[config.mk]
export PLATFORM = sky130hd
export DESIGN_NAME = irq_sequencer
export DESIGN_NICKNAME = d
export VERILOG_FILES = /design/src/rtl/irq_pkg.sv /design/src/rtl/prio_enc.sv /design/src/rtl/irq_sequencer.sv
export SDC_FILE = /design/constraint.sdc
export NUM_CORES = 1
export LEC_CHECK = 0
export BUFFER_PORTS_ARGS = -buffer_cell sky130_fd_sc_hd__buf_4
export CAP_MARGIN = 15
export CORE_AREA = 2 2 70 59
export DETAILED_ROUTE_END_ITERATION = 16
export DIE_AREA = 0 0 72 61
export PLACE_DENSITY = 0.58
export SLEW_MARGIN = 40
export SYNTH_ARGS = -nofsm -noshare
export SYNTH_HDL_FRONTEND = slang
export SYNTH_SLANG_ARGS = --single-unit
[constraint.sdc]
create_clock -name clock -period 5.2 [get_ports clock]
set_clock_uncertainty 0.2 [all_clocks]
set_input_delay 1.04 -clock clock [delete_from_list [all_inputs] [get_ports clock]]
set_output_delay 1.04 -clock clock [all_outputs]
set_load 0.03 [all_outputs]
[src/rtl/irq_pkg.sv]
// Shared types and defaults for the interrupt sequencer.
package irq_pkg;

  typedef enum logic [1:0] {
    IDLE,
    ARMED,
    SERVICE
  } state_t;

  localparam int unsigned NSRC_DEFAULT       = 4;
  localparam int unsigned VEC_BASE_DEFAULT   = 'hE0;
  localparam int unsigned VEC_STRIDE_DEFAULT = 4;
  localparam int unsigned CAUSE_W            = $clog2(NSRC_DEFAULT);

endpackage

[src/rtl/prio_enc.sv]
// Fixed-priority encoder: index of the lowest set request bit plus a valid flag.
module prio_enc #(
  parameter int unsigned N = 4,
  parameter int unsigned W = 2
) (
  input  logic [N-1:0] req,
  output logic [W-1:0] idx,
  output logic         valid
);

  always_comb begin
    idx   = '0;
    valid = 1'b0;
    for (int unsigned i = 0; i < N; i++) begin
      if (req[i] && !valid) begin
        idx   = W'(i);
        valid = 1'b1;
      end
    end
  end

endmodule

[src/rtl/irq_sequencer.sv]
// Interrupt sequencer: edge-latched sources, enable mask, take/return handshake
// with the controller at instruction boundaries, single-level (no nesting).
module irq_sequencer
  import irq_pkg::*;
#(
  parameter int unsigned NBITS      = 8,
  parameter int unsigned NSRC       = NSRC_DEFAULT,
  parameter int unsigned VEC_BASE   = VEC_BASE_DEFAULT,
  parameter int unsigned VEC_STRIDE = VEC_STRIDE_DEFAULT
) (
  input  logic                    clock,
  input  logic                    reset,
  input  logic [NSRC-1:0]         irq,
  input  logic                    mask_we,
  input  logic [NSRC-1:0]         mask_wdata,
  input  logic                    boundary,
  input  logic                    busy,
  input  logic [NBITS-1:0]        pc_next,
  input  logic                    sret,
  output logic                    take,
  output logic [NBITS-1:0]        vector,
  output logic [$clog2(NSRC)-1:0] cause,
  output logic [NBITS-1:0]        sepc,
  output logic                    in_service,
  output logic [NSRC-1:0]         pending,
  output logic [NSRC-1:0]         mask
);

  localparam int unsigned CW = $clog2(NSRC);

  state_t          state, state_n;
  logic [NSRC-1:0] irq_q;
  logic [NSRC-1:0] rise;
  logic [NSRC-1:0] req;
  logic [NSRC-1:0] clr;
  logic [CW-1:0]   sel;
  logic [CW-1:0]   cause_q;
  logic            req_valid;
  logic            ret;

  assign rise = irq & ~irq_q;
  assign req  = pending & mask;

  prio_enc #(
    .N (NSRC),
    .W (CW)
  ) u_prio (
    .req   (req),
    .idx   (sel),
    .valid (req_valid)
  );

  // Cause tracks the live winner until taken, then holds for the handler.
  assign cause  = (state == SERVICE) ? cause_q : sel;
  assign vector = NBITS'(VEC_BASE + VEC_STRIDE * cause);

  always_comb begin
    state_n = state;
    take    = 1'b0;
    ret     = 1'b0;
    clr     = '0;
    case (state)
      IDLE: begin
        if (req_valid) state_n = ARMED;
      end
      ARMED: begin
        take = boundary && !busy && req_valid;
        if (take) begin
          clr     = NSRC'(1) << sel;
          state_n = SERVICE;
        end else if (!req_valid) begin
          state_n = IDLE;
        end
      end
      SERVICE: begin
        ret = boundary && sret && !busy;
        if (ret) state_n = req_valid ? ARMED : IDLE;
      end
      default: state_n = IDLE;
    endcase
  end

  always_ff @(posedge clock or negedge reset) begin
    if (!reset) begin
      state      <= IDLE;
      irq_q      <= '0;
      pending    <= '0;
      mask       <= '0;
      sepc       <= '0;
      in_service <= 1'b0;
      cause_q    <= '0;
    end else begin
      state <= state_n;
      irq_q <= irq;
      // A fresh edge on the source being taken survives the clear.
      pending <= (pending & ~clr) | rise;
      if (mask_we) mask <= mask_wdata;
      if (take) begin
        sepc       <= pc_next;
        cause_q    <= sel;
        in_service <= 1'b1;
      end else if (ret) begin
        in_service <= 1'b0;
      end
    end
  end

endmodule

==> impl_metrics.toml <==
[drt]
drtIter0Drc = 28
routed_wl_mm = 2.43
drtPass1Iterations = 4
final_antenna_net_count = 0
drc = 0
wl_per_cell_um = 14.2
routed_via_density = 4.72
vias = 807

[placement]
hpwl_mm = 1.92
placed_cells = 167
place_ws_ps = 1630
io_buffers = 43
gp_congestion = 0.669

[clock_network]
post_cts_buffers = 0
post_cts_hold_buffer_count = 0
cts_made_buffers = 3
clk_pin_slew_ps = 80
clkSinkCount = 25
clockRootBuffer = "clkbuf_8"
clock_latency_ps = 270
cts_tree = "built"
ctsResizeCount = 0
cts.path.max_buffers = 2
cts_max_level = 1

[logic_synthesis]
syn_inst = 86
ys_async_sr_fraction_pct = 100
synth_xor_area_share_pct = 0
synth_area_leaders = "dfrtp_1 53%, mux2_4 9.0%, buf_4 5.1%"
ys_seq_elements = 25
synthMuxAreaShare_pct = 13.8
yosys.area.top_type = "dfrtp_1"
synth_top_family_by_area = "compound AO/OA/AOI/OAI gates"
yosysSeqAreaShare_pct = 53.4
synth.avg_cell_area_um2 = 13.6
synth_compound_area_share_pct = 15.9
synthFlopType = "dfrtp_1"
synth_top_area_share_pct = 53.4
synth_simple_gate_area_share_pct = 7.59
synth_area_um2 = 1170
synthAdderAreaFrac_pct = 0
synth_cell_types = 26
yosys_warnings = 0
synth-edff-count = 0

[timing]
worst_slack_ps = 1650
finalCriticalPeriod_ps = 3550
finalHoldViolations = 0
rsz0062_at_grt = "no"
final_max_slew_viol_count = 0
period_share_pct = 68.3
finalSetupTns_ps = 0
finalSetupViolations = 0
max_freq_mhz = 282

[global_route]
grt_pass1_wl_mm = 3.88
grt_remaining_overflow = 0
grt_pass1_vias = 827
grt_max_degree = 26
track_usage_pct = 11.9
antenna_found_initial = 0

[job]
drv_cap = 0

[cells_and_area]
nets = 150
drive_gt1_share_pct = 49.6
stdcell_count = 171
n_antenna_cell = 0
seq_area_um2 = 626
syn_to_final_growth_pct = 30.3
multi_input_area_um2 = 459
fill_cells = 347

[die]
core_area_um2 = 3680
die-area_um2 = 4390
fp.dieH_um = 61
start_util_pct = 31.8
rows = 20
ios = 50
dieWidth_um = 72

[outcome]
status = "finished clean"

[power_and_ir_drop]
total_power_mw = 0.729
ir_drop_uv = 211
power_density_nw_per_um2 = 478
p_leak_nw = 0.735

[critical_path]
crit_fanout = 11
ff2ff_path_depth = 3
crit_arrival_ps = 2310
critPathCaptureType = "output pin"
path_class = "in2out"
cp_data_required_time_ps = 3960
worstSetupStartpointType = "input port"

[min_path]
hold_class = "reg2reg"
holdPathStages = 1
==> registers in the layout, indices dropped and copies added, names as in the netlist <==
signal      flops
in_service      1
sepc            8
irq_q           4
pending         4
mask            4
state           2
cause_q         2
==> cells in the mapped netlist, types with 4 or more instances <==
cell,count
dfrtp_1,25
buf_4,8
mux2_4,7
nand2_1,6
a22o_1,5
mux2_2,5
inv_1,4
==> where the power goes <==
part / internal (mW) / total, mW / switching (mW)
sequential: 0.249 / 0.295 / 0.0465
combinational: 0.147 / 0.319 / 0.172
clock: 0.0543 / 0.115 / 0.0607
total: 0.450 / 0.729 / 0.280
==> worst max-delay path, stage by stage <==
cell      delay (ps)
buf_4            110
and4bb_1         420
a21boi_4         490
buf_4            250
==> layer usage <==
metal / up-vias / wire length, µm / part of all wire (%) / global-route usage, %
li1: 375 / - / - / -
met1: 394 / 1040 / 43 / 14.3
met2: 31 / 1160 / 48 / 20.0
met3: 7 / 183 / 7.5 / 4.15
met4: 0 / 45 / 1.9 / 4.58
met5: - / 0 / 0 / 0
==> worst paths after layout <==
check | start | endpoint | slack (ps)
max | busy | take | 1650
min | state[1]$_DFFE_PN0P_ | state[0]$_DFFE_PN0P_ | 300
max reg2reg | state[1]$_DFFE_PN0P_ | sepc[7]$_DFFE_PN0P_ | 3160
min reg2reg | state[1]$_DFFE_PN0P_ | state[0]$_DFFE_PN0P_ | 300
max in group asynchronous | reset | irq_q[0]$_DFF_PN0_ | 4100
min in group asynchronous | reset | sepc[7]$_DFFE_PN0P_ | 460
==> kinds of logic (layout without fill, tap and decap cells) <==
family	after synthesis	in the layout
AND/OR/NAND/NOR	15	15
AO/OA/AOI/OAI	18	18
flip-flops	25	25
multiplexers	12	12
other	2	6
buffers and inverters	14	51
==> through the flow <==
step	area, µm²	hold slack, ps	utilization [%]
2_1_floorplan	1190	253	-
3_3_place_gp	1480	268	40.2
3_5_place_dp	1480	289	40.2
4_1_cts	1530	306	41.5
5_1_grt	1530	333	41.5
6_report	1530	305	41.5
==> cell usage in the layout, fill, tap and decap left out, drive strengths merged <==
cell	netlist	routed
buf	10	43
dfrtp	25	25
mux2	12	12
nand2	6	6
conb	2	6
a22o	5	5
inv	4	4
clkbuf	0	3
a22oi	2	2
nand3	2	2
nor2b	2	2
a32o	2	2
a2bb2oi	2	2
a21o	2	2
a21boi	2	2
and4bb	1	1
a21oi	1	1
nand4	1	1
o31ai	1	1
nand3b	1	1
or3b	1	1
and3b	1	1
a221oi	1	1
clkinvlp	0	1
==> final cells by class <==
class                           instances  area share (%)
Clock inverter                          1           0.492
Multi-Input combinational cell         51            30.1
Timing Repair Buffer                   43            21.1
Clock buffer                            3            2.70
Tap cell                               44            3.61
Sequential cell                        25            41.0
Inverter                                4           0.984
No activity file was read; power rests on OpenSTA's default activity.
